$ cat config.mk
export PLATFORM = sky130hd
export DESIGN_NAME = if_fetch
export DESIGN_NICKNAME = d
export VERILOG_FILES = /design/src/rtl/if_fetch.sv
export SDC_FILE = /design/constraint.sdc
export NUM_CORES = 1
export LEC_CHECK = 0
export BUFFER_PORTS_ARGS = -buffer_cell sky130_fd_sc_hd__buf_2
export CORE_UTILIZATION = 55
export CTS_BUF_LIST = sky130_fd_sc_hd__clkbuf_4
export DETAILED_ROUTE_END_ITERATION = 6
export PLACE_DENSITY = 0.89
export SLEW_MARGIN = 20
export SYNTH_ARGS = -nofsm -noshare
export SYNTH_HDL_FRONTEND = slang
export SYNTH_SLANG_ARGS = --single-unit
$ cat constraint.sdc
create_clock -name clk -period 5.7 [get_ports clk]
set_input_delay 0.57 -clock clk [delete_from_list [all_inputs] [get_ports clk]]
set_output_delay 0.57 -clock clk [all_outputs]
set_load 0.02 [all_outputs]
$ cat src/rtl/if_fetch.sv
// Instruction-fetch stage: assembles 32-bit words from a byte-wide memory port, holds them for IF/ID.
// Optional direct-mapped I-cache enabled by defining IF_ICACHE_EN.
module if_fetch #(
  parameter logic [31:0] RESET_PC     = 32'h0000_0000,
  parameter int unsigned ICACHE_LINES = 64
) (
  input  logic        clk,
  input  logic        rst,
  input  logic        stl_mm,
  input  logic        jmp_en,
  input  logic [31:0] jmp_pc,
  output logic        mif_req,
  output logic [31:0] mif_addr,
  input  logic [7:0]  mif_rdata,
  input  logic        mif_rvalid,
  output logic [31:0] if_pc,
  output logic [31:0] if_is,
  output logic [31:0] if_ppc,
  output logic [1:0]  mmif_ok
);

  typedef enum logic [0:0] {StFetch, StHold} state_e;

  state_e      state_q;
  logic [31:0] pc_q;
  logic [31:0] is_q;
  logic [1:0]  idx_q;
  logic [1:0]  ok_q;
  // One dead request cycle after reset or a redirect before the fetch restarts.
  logic        gap_q;

  logic        hit;
  logic [31:0] hit_word;

  if ((ICACHE_LINES < 2) || ((ICACHE_LINES & (ICACHE_LINES - 1)) != 0)) begin : g_bad_lines
    $error("ICACHE_LINES must be a power of two >= 2");
  end

`ifdef IF_ICACHE_EN
  localparam int unsigned IdxW = $clog2(ICACHE_LINES);
  localparam int unsigned TagW = 30 - IdxW;

  logic [31:0]             data_q [ICACHE_LINES];
  logic [TagW-1:0]         tag_q  [ICACHE_LINES];
  logic [ICACHE_LINES-1:0] valid_q;
  logic [IdxW-1:0]         pc_idx;
  logic [TagW-1:0]         pc_tag;
  logic                    fill;

  assign pc_idx = pc_q[IdxW+1:2];
  assign pc_tag = pc_q[31:IdxW+2];

  // Misaligned PCs bypass the cache so they never alias the aligned word.
  assign hit      = (state_q == StFetch) && !gap_q && valid_q[pc_idx] &&
                    (tag_q[pc_idx] == pc_tag) && (pc_q[1:0] == 2'b00);
  assign hit_word = data_q[pc_idx];
  assign fill     = rst && !jmp_en && mif_req && mif_rvalid && (idx_q == 2'd3) &&
                    (pc_q[1:0] == 2'b00);

  always_ff @(posedge clk) begin
    if (fill) begin
      data_q[pc_idx] <= {mif_rdata, is_q[23:0]};
      tag_q[pc_idx]  <= pc_tag;
    end
  end

  always_ff @(posedge clk) begin
    if (!rst) begin
      valid_q <= '0;
    end else if (fill) begin
      valid_q[pc_idx] <= 1'b1;
    end
  end
`else
  assign hit      = 1'b0;
  assign hit_word = '0;
`endif

  assign mif_req  = (state_q == StFetch) && !gap_q && !hit;
  assign mif_addr = pc_q + {30'd0, idx_q};
  assign if_pc    = pc_q;
  assign if_ppc   = pc_q + 32'd4;
  assign if_is    = is_q;
  assign mmif_ok  = ok_q;

  always_ff @(posedge clk) begin
    if (!rst) begin
      state_q <= StFetch;
      pc_q    <= RESET_PC;
      idx_q   <= 2'd0;
      gap_q   <= 1'b1;
      is_q    <= '0;
      ok_q    <= 2'b00;
    end else if (jmp_en) begin
      // Redirect beats stall and a coincident final byte; any in-flight byte is dropped.
      state_q <= StFetch;
      pc_q    <= jmp_pc;
      idx_q   <= 2'd0;
      gap_q   <= 1'b1;
      ok_q    <= 2'b00;
    end else begin
      case (state_q)
        StFetch: begin
          if (gap_q) begin
            gap_q <= 1'b0;
          end else if (hit) begin
            is_q    <= hit_word;
            ok_q    <= 2'b10;
            state_q <= StHold;
          end else if (mif_rvalid) begin
            is_q[8*idx_q +: 8] <= mif_rdata;
            idx_q              <= idx_q + 2'd1;
            if (idx_q == 2'd3) begin
              ok_q    <= 2'b01;
              state_q <= StHold;
            end
          end
        end
        StHold: begin
          if (!stl_mm) begin
            pc_q    <= pc_q + 32'd4;
            idx_q   <= 2'd0;
            ok_q    <= 2'b00;
            state_q <= StFetch;
          end
        end
      endcase
    end
  end

endmodule

==> impl_results.md, run 1 <==
* Yosys warnings at 0
* Async set-or-reset flop fraction in the synthesized netlist at 0%
* Initial antenna violation count at 0
* Distinct cells, synth at 57
* Post-synth net total at 646
* Slew headroom at 28.2%
* DR vias/cell at 5.94
* Cts hold-fix bufs at 0
* Die width at 93.1 µm
* Slew Limit Fails at 0
* Antenna viol nets, final at 0
* Congestion Overflow GR at 0
* Core footprint at 7890 µm²
* GRT Overall Usage at 30.7%
* Ant. Diodes at 0
* Postcts setup bufs at 0
* Post-cts sizing count at 0
* Area grow syn2layout at 19.5%
* IO buf count at 174
* Tmin final at 3.50 ns
* Final clock skew at 0.0201 ns
* Crit-path max FO at 9
* Worst-Skew Late Latency at 0.42 ns
* Die Footprint at 8660 µm²
* Drt first pass iters at 5
* H-tree depth at 3
* Drt first-iter violations at 335
* Die Y at 93.1 µm
* Largest net degree at the start of global routing at 68
* First-pass GRT wire length at 21100 µm
* Final Hold Violating Endpoints at 0
* Endpoint class of the critical path: output port
* Clock sink total at 69
* Clock slew at reported path FFs at 0.12 ns
* Residual DRC count at 0
* Mapped Area at 4560 µm²
* Total negative slack at 0 ns
* CTS Buf Count at 9
* RSZ-0062 raised after global routing: false
* Final instance area at 5450 µm²
* Status: finished, final reports clean
* Top cell type's share of synthesized area at 30.3%
* HPWL Detailed at 9680 µm
* Worst slew pin tran at 1.07 ns
* Initial Util at 57.8%
* Worst VDD drop at 0.222 mV
* Final period utilization at 61.4%
* CTS tree: done
* Maximum clock frequency at 286 MHz
* Commonest non-fill, non-tap cell in the layout: buf_2
* Leak at 2.36 nW
* Fin nets at 773
* Hold WC Path Type: input pin to flop
* Fill cells at 661
* Critical path class: flop to output port
* Max clock buf depth at 2
* IO Count at 176
* Placed Area at 5300 µm²
* Worst path required time at 5.13 ns
* Root Driver: clkbuf_4
* Vias in the first global route at 4311
* Core Rows at 32
* Setup Viol. Count Final at 0
* EDFF count, synth at 0
* Mapped Avg Cell Area at 7.70 µm²
* Synth Instances at 592
* Via count at 4908
* Commonest non-fill, non-tap cells in the layout: 174 x buf_2, 84 x nand2_1, 69 x dfxtp_1
* Share of cells above drive strength 1 at 28.0%
* Avg WL per Cell at 16.3 µm
* P per Cell Area at 197 nW/µm²
* Number of synthesized register bits at 69
* Top_reg_cell synth: dfxtp_1
* Top post-synthesis cells by area: dfxtp_1 30%, nand2_1 6.9%, xnor2_1 6.9%, xor2_1 5.8%, nand3_1 5.6%
* Max cap viols at 0
* Final Wtd Congestion at 0.913
* Worst Path Arrival at 2.93 ns
* Area leader, netlist: dfxtp_1
* WL final at 13400 µm
* Seq/Total Area, Yosys at 30.3%
* CP Launch Type: flop
-- per-stage QoR --
stage               util, %  hold slack [ns]  power (mW)  std cells  setup WS (ns)
finish                 69.1            0.376        1.07        826           2.20
global route           69.1            0.345        1.12        826           2.03
CTS                    68.9            0.349        1.08        826           2.05
detailed placement     67.1            0.457       0.755        810           2.55
global placement       67.1            0.448       0.750        810           2.79
floorplan                 -            0.516       0.681        592           2.67
-- layer usage --
layer / vias to the layer above / global-route usage [%] / routed length (µm)
li1: 2331 / - / -
met1: 2269 / 39.2 / 5570
met5: - / 0 / 0
met3: 32 / 7.80 / 1270
met2: 276 / 51.2 / 6300
met4: 0 / 8.08 / 292
-- kinds of logic after synthesis --
logic type / Yosys count / synth area share (%)
muxes: 5 / 1.12
xor gates and xnor gates: 66 / 12.7
other: 1 / 0.0822
buffers and inverters: 68 / 6.67
DFF: 69 / 30.3
AOI/OAI and AO/OA: 108 / 16.3
adders and majority gates: 9 / 2.63
and+or+nand+nor: 266 / 30.2
-- final cells by class --
type | instances | area, µm² | area share [%]
tap | 102 | 128 | 2.34
sequential | 69 | 1380 | 25.3
multi-input combinational | 455 | 2890 | 53.0
clock inverter | 7 | 72.6 | 1.33
clock buffer | 9 | 67.6 | 1.24
inverter | 9 | 33.8 | 0.620
timing repair buffer | 175 | 878 | 16.1
-- flip-flops by register name (all words and copies together) (netlist names) --
register  count
gap_q         1
state_q       1
if_is        32
if_pc        32
idx_q         2
mmif_ok       1
-- worst paths after layout --
kind                              start                     end  slack [ns]  depth (start not counted)
setup / recovery  if_pc[5]$_SDFFE_PN0P_              if_ppc[31]        2.20                          5
hold / removal                jmp_pc[3]   if_pc[3]$_SDFFE_PN0P_        0.38                          2
setup reg to reg  if_pc[2]$_SDFFE_PN0P_  if_pc[24]$_SDFFE_PN0P_        3.14                          5
hold reg to reg   if_is[2]$_SDFFE_PN0P_   if_is[2]$_SDFFE_PN0P_        0.47                          2
-- cells in the mapped netlist (all sizes together) (2+ instances only) --
| library cell | count |
|---|---|
| xnor2 | 36 |
| a21oi | 11 |
| ha | 8 |
| clkbuf | 33 |
| a211oi | 3 |
| o211a | 3 |
| a221o | 3 |
| nor3b | 3 |
| dfxtp | 69 |
| o21a | 2 |
| a31oi | 7 |
| and4 | 5 |
| and3 | 6 |
| nor2b | 5 |
| o211ai | 2 |
| or4 | 10 |
| nand2 | 84 |
| mux2i | 4 |
| nand3b | 2 |
| nor3 | 19 |
| nand3 | 52 |
| and2 | 8 |
| inv | 9 |
| o311a | 2 |
| a21boi | 34 |
| a22oi | 2 |
| o21ai | 24 |
| o31ai | 7 |
| a21o | 3 |
| buf | 26 |
| xor2 | 30 |
| nor4 | 16 |
| nand4 | 17 |
| nand2b | 6 |
| nor2 | 27 |
-- worst max-delay path, cell delays in order (launching register included) --
cell,delay [ns]
dfxtp_1,0.56
nand4_1,0.43
nor4_2,0.89
nand2_1,0.21
xnor2_1,0.24
buf_2,0.20
-- report_power, final --
part	internal (mW)	switching, mW	leakage [nW]
registers	0.499	0.0410	0.564
clock network	0.135	0.191	0.0727
logic	0.0794	0.129	1.73
Power figures use the tool's default switching activity.
==> run 2: changes to the inputs <==
CORE_UTILIZATION = 46   (was 55)
PLACE_DENSITY = 0.79   (was 0.89)
clock period = 2.88 ns   (was 5.7 ns; I/O delays follow)
==> impl_results.md, run 2 (same netlist as run 1, synthesis figures left out) <==
* Status: finished, final reports clean (unchanged)
* Setup Viol. Count Final at 0 (unchanged)
* DR vias/cell at 5.70 (was 5.94)
* Residual DRC count at 0 (unchanged)
* Via count at 4992 (was 4908)
* First-pass GRT wire length at 21600 µm (was 21100 µm)
* Reg-to-reg endpoint: if_pc[24]$_SDFFE_PN0P_ (unchanged)
* Die width at 102 µm (was 93.1 µm)
* Avg WL per Cell at 16.1 µm (was 16.3 µm)
* Util after Layout at 60.3% (was 69.1%)
* R2R Setup Slk at 0.48 ns (was 3.14 ns)
* Slew Limit Fails at 0 (unchanged)
* Final clock skew at 0.0141 ns (was 0.0201 ns)
* Final Wtd Congestion at 0.894 (was 0.913)
* Commonest non-fill, non-tap cell in the layout: buf_2 (unchanged)
* Endpoint class of the critical path: output port (unchanged)
* H-tree depth at 3 (unchanged)
* Hold path depth at 2 (unchanged)
* Vias in the first global route at 4485 (was 4311)
* Fin nets at 796 (was 773)
* IO Count at 176 (unchanged)
* CP Launch Type: flop (unchanged)
* IO buf count at 174 (unchanged)
* Initial Util at 48.4% (was 57.8%)
* Worst Path Arrival at 2.53 ns (was 2.93 ns)
* Clock sink total at 69 (unchanged)
* WL final at 14100 µm (was 13400 µm)
* Clock slew at reported path FFs at 0.13 ns (was 0.12 ns)
* Max cap viols at 0 (unchanged)
* Root Driver: clkbuf_4 (unchanged)
* Slew headroom at 42.2% (was 28.2%)
* Worst path required time at 2.59 ns (was 5.13 ns)
* Core Rows at 35 (was 32)
* Worst Reg-to-Reg Cells at 5 (unchanged)
* Fill cells at 863 (was 661)
* Cts hold-fix bufs at 0 (unchanged)
* Final instance area at 5680 µm² (was 5450 µm²)
* Largest net degree at the start of global routing at 41 (was 68)
* Worst-Skew Late Latency at 0.43 ns (was 0.42 ns)
* Area grow syn2layout at 24.4% (was 19.5%)
* Commonest non-fill, non-tap cells in the layout: 174 x buf_2, 84 x nand2_1, 65 x dfxtp_1 (was 174 x buf_2, 84 x nand2_1, 69 x dfxtp_1)
* Placement Setup Slack at 0.371 ns (was 2.55 ns)
* Hold WC Path Type: input pin to flop (unchanged)
* Die Footprint at 10300 µm² (was 8660 µm²)
* Initial antenna violation count at 0 (unchanged)
* Core footprint at 9420 µm² (was 7890 µm²)
* Tmin final at 2.81 ns
* Antenna viol nets, final at 0 (unchanged)
* HPWL Detailed at 10200 µm (was 9680 µm)
* CTS tree: done (unchanged)
* Drt first pass iters at 5 (unchanged)
* Final Hold Violating Endpoints at 0 (unchanged)
* Congestion Overflow GR at 0 (unchanged)
* Leak at 2.47 nW (was 2.36 nW)
* Max clock buf depth at 2 (unchanged)
* Maximum clock frequency at 355 MHz
* CTS Buf Count at 9 (unchanged)
* Hold path startpoint: jmp_pc[4] (was jmp_pc[3])
* Drt first-iter violations at 284 (was 335)
* Ant. Diodes at 0 (unchanged)
* Post-route setup slack at 0.0656 ns (was 2.20 ns)
* R2r startpoint: if_pc[3]$_SDFFE_PN0P_ (was if_pc[2]$_SDFFE_PN0P_)
* Crit-path max FO at 9 (unchanged)
* Worst slew pin tran at 0.866 ns (was 1.07 ns)
* Hold endpoint: if_pc[4]$_SDFFE_PN0P_ (was if_pc[3]$_SDFFE_PN0P_)
* Final period utilization at 97.7%
* Hold_ws at 0.0755 ns (was 0.376 ns)
* Critical path class: flop to output port (unchanged)
* Worst VDD drop at 0.254 mV (was 0.222 mV)
* GRT Overall Usage at 26.7% (was 30.7%)
* Share of cells above drive strength 1 at 31.2% (was 28.0%)
* P per Cell Area at 368 nW/µm² (was 197 nW/µm²)
* Placed Area at 5470 µm² (was 5300 µm²)
* Die Y at 102 µm (was 93.1 µm)
## run 2: how the worst max path moves through the flow
stage | from | end | slack, ns | cells after the start
floorplan | if_pc[3]$_SDFFE_PN0P_ | mif_addr[24] | 0.13 | 7
global placement | if_pc[3]$_SDFFE_PN0P_ | mif_addr[30] | 0.43 | 6
detailed placement | if_pc[5]$_SDFFE_PN0P_ | if_ppc[31] | 0.37 | 5
CTS | if_pc[6]$_SDFFE_PN0P_ | mif_addr[30] | 0.01 | 5
global route | if_pc[3]$_SDFFE_PN0P_ | mif_addr[12] | -0.05 | 7
finish | if_pc[3]$_SDFFE_PN0P_ | mif_addr[12] | 0.07 | 7
## run 2: routing by layer
metal	vias to the layer above	part of all wire, %	GRT usage (%)
met3	35	7.8	4.07
met5	-	0	0
met4	0	2.6	11.6
li1	2386	-	-
met2	247	48	44.9
met1	2324	42	34.0
## run 2: timing repair
| action | CTS | global route |
|---|---|---|
| endpoints found under the setup margin | 9 | 28 |
| setup buffers | 0 | 3 |
| resized for setup | 1 | 10 |
| pin swaps | 1 | 2 |
| gates cloned | 1 | 0 |
## run 2: through the flow
stage	power (mW)	setup TNS, ns	cells
6_report	2.09	0	876
4_1_cts	2.10	0	873
3_5_place_dp	1.51	0	856
5_1_grt	2.18	-0.0598	876
2_1_floorplan	1.35	0	592
3_3_place_gp	1.50	0	856
## run 2: cell type report
cell class              count  area [µm²]  share of cell area, %
repair buffers            197        1040                   18.4
multi-input cells         456        2930                   51.5
clock inverters             7        57.6                   1.01
inverters                   9        33.8                  0.595
well taps                 129         161                   2.84
clock buffers               9        67.6                   1.19
flip-flops and latches     69        1390                   24.4
## run 2: power by group
group / total, mW / leakage (nW) / switching (mW) / internal (mW)
sequential: 1.05 / 0.565 / 0.0650 / 0.988
combinational: 0.445 / 1.85 / 0.275 / 0.169
clock: 0.592 / 0.0596 / 0.405 / 0.187
total: 2.09 / 2.47 / 0.745 / 1.34
## run 2: critical path: stages, from the launching register on
cell and delay (ns):
dfxtp_1 0.45, ha_2 0.27, nand3_2 0.11, buf_4 0.21
or2_2 0.37, nor4_2 0.33, xor2_1 0.18, buf_2 0.18
==> run 3: changes to the inputs <==
RECOVER_POWER = 100   (was not set)
==> impl_results.md, run 3 (same netlist as run 1, synthesis figures left out) <==
* Final total power at 2.07 mW (was 2.09 mW)
* Slew Limit Fails at 0 (unchanged)
* Endpoint class of the critical path: output port (unchanged)
* Root Driver: clkbuf_4 (unchanged)
* Worst VDD drop at 0.255 mV (was 0.254 mV)
* H-tree depth at 3 (unchanged)
* Cts hold-fix bufs at 0 (unchanged)
* Drt first-iter violations at 238 (was 284)
* Slowest CP cell: dfxtp_1 (unchanged)
* Leak at 2.07 nW (was 2.47 nW)
* Vias in the first global route at 4485 (unchanged)
* Area grow syn2layout at 21.2% (was 24.4%)
* Final Hold Violating Endpoints at 0 (unchanged)
* Maximum clock frequency at 358 MHz (was 355 MHz)
* Die Y at 102 µm (unchanged)
* P per Cell Area at 375 nW/µm² (was 368 nW/µm²)
* Worst slew pin tran at 1.40 ns (was 0.866 ns)
* Via count at 4953 (was 4992)
* GRT Overall Usage at 26.7% (unchanged)
* Final Wtd Congestion at 0.894 (unchanged)
* Total negative slack at 0 ns (unchanged)
* Largest net degree at the start of global routing at 41 (unchanged)
* Critical path class: flop to output port (unchanged)
* Initial antenna violation count at 0 (unchanged)
* Placed Area at 5470 µm² (unchanged)
* Avg WL per Cell at 16.1 µm (about the same)
* Hold_ws at 0.0776 ns (was 0.0755 ns)
* Commonest non-fill, non-tap cells in the layout: 98 x clkbuf_1, 84 x nand2_1, 65 x dfxtp_1 (was 174 x buf_2, 84 x nand2_1, 65 x dfxtp_1)
* Max incr delay on CP at 0.44 ns (was 0.45 ns)
* DR vias/cell at 5.65 (was 5.70)
* Post-Layout Cell Count at 876 (unchanged)
* CTS tree: done (unchanged)
* WL final at 14100 µm (about the same)
* Max cap viols at 0 (unchanged)
* Ant. Diodes at 0 (unchanged)
* Slew headroom at 6.54% (was 42.2%)
* Clock sink total at 69 (unchanged)
* IO Count at 176 (unchanged)
* Worst path required time at 2.59 ns (about the same)
* Initial Util at 48.4% (unchanged)
* Congestion Overflow GR at 0 (unchanged)
* Share of cells above drive strength 1 at 17.8% (was 31.2%)
* Fin nets at 796 (unchanged)
* Residual DRC count at 0 (unchanged)
* Clock slew at reported path FFs at 0.13 ns (about the same)
* Commonest non-fill, non-tap cell in the layout: clkbuf_1 (was buf_2)
* Hold WC Path Type: input pin to flop (unchanged)
* Crit-path max FO at 9 (unchanged)
* Final clock skew at 0.0131 ns (was 0.0141 ns)
* Placement Setup Slack at 0.371 ns (unchanged)
* Core footprint at 9420 µm² (unchanged)
* HPWL Detailed at 10200 µm (unchanged)
* Drt first pass iters at 5 (unchanged)
* Final instance area at 5530 µm² (was 5680 µm²)
* Setup Viol. Count Final at 0 (unchanged)
* Tmin final at 2.79 ns (was 2.81 ns)
* Die width at 102 µm (unchanged)
* Critical path cell sequence: ha_2 > nand3_2 > buf_4 > or2_2 > nor4_2 > xor2_1 > buf_2 (unchanged)
* IO buf count at 174 (unchanged)
* Max clock buf depth at 2 (unchanged)
* CP bufs+invs at 2 (unchanged)
* First-pass GRT wire length at 21600 µm (unchanged)
* Util after Layout at 58.7% (was 60.3%)
* CP Launch Type: flop (unchanged)
* Core Rows at 35 (unchanged)
* Worst Path Arrival at 2.51 ns (was 2.53 ns)
* Worst-Skew Late Latency at 0.43 ns (about the same)
* Post-route setup slack at 0.0851 ns (was 0.0656 ns)
* CP top delay family: simple AND/OR/NAND/NOR gates (unchanged)
* CTS Buf Count at 9 (unchanged)
* Placed insts at 856 (unchanged)
* Antenna viol nets, final at 0 (unchanged)
* Status: finished, final reports clean (unchanged)
* Final period utilization at 97.0% (was 97.7%)
* Die Footprint at 10300 µm² (unchanged)
[run 3: layout make-up]
class	instances	area (µm²)
clock inverter	7	57.6
fill	930	3890
timing repair buffer	197	898
clock buffer	9	67.6
sequential	69	1390
tap	129	161
inverter	9	33.8
multi-input combinational	456	2920
[run 3: power breakdown]
part | internal [mW] | total (mW) | switching [mW]
registers | 0.988 | 1.05 | 0.0650
clock network | 0.187 | 0.595 | 0.408
logic | 0.149 | 0.425 | 0.276
total | 1.32 | 2.07 | 0.749
[run 3: metal layers]
layer / wire, µm / GRT usage, % / part of all wire [%]
met1: 5920 / 34.0 / 42
met5: 0 / 0 / 0
met2: 6760 / 44.9 / 48
met4: 386 / 11.6 / 2.7
met3: 1070 / 4.07 / 7.6
[run 3: path summary, 6_finish.rpt]
path	startpoint	end	slack [ns]	cells past startpoint
setup / recovery	if_pc[3]$_SDFFE_PN0P_	mif_addr[12]	0.09	7
hold / removal	jmp_pc[4]	if_pc[4]$_SDFFE_PN0P_	0.08	2
setup reg to reg	if_pc[3]$_SDFFE_PN0P_	if_pc[24]$_SDFFE_PN0P_	0.50	5
hold reg to reg	if_is[15]$_SDFFE_PN0P_	if_is[15]$_SDFFE_PN0P_	0.47	2
[run 3: worst register-to-register path, delay by kind of cell (launching register included)]
kind / cells / cell delay (ns)
fa+ha+maj: 1 / 0.27
simple gates: 3 / 1.46
compound gates: 1 / 0.16
flops: 1 / 0.44
[run 3: what timing repair did]
action,in CTS,in global routing
resized for setup,1,10
setup endpoints to repair,9,28
cloned,1,0
endpoints found under the hold margin,0,0
pin swaps,1,2
buffers inserted,0,3
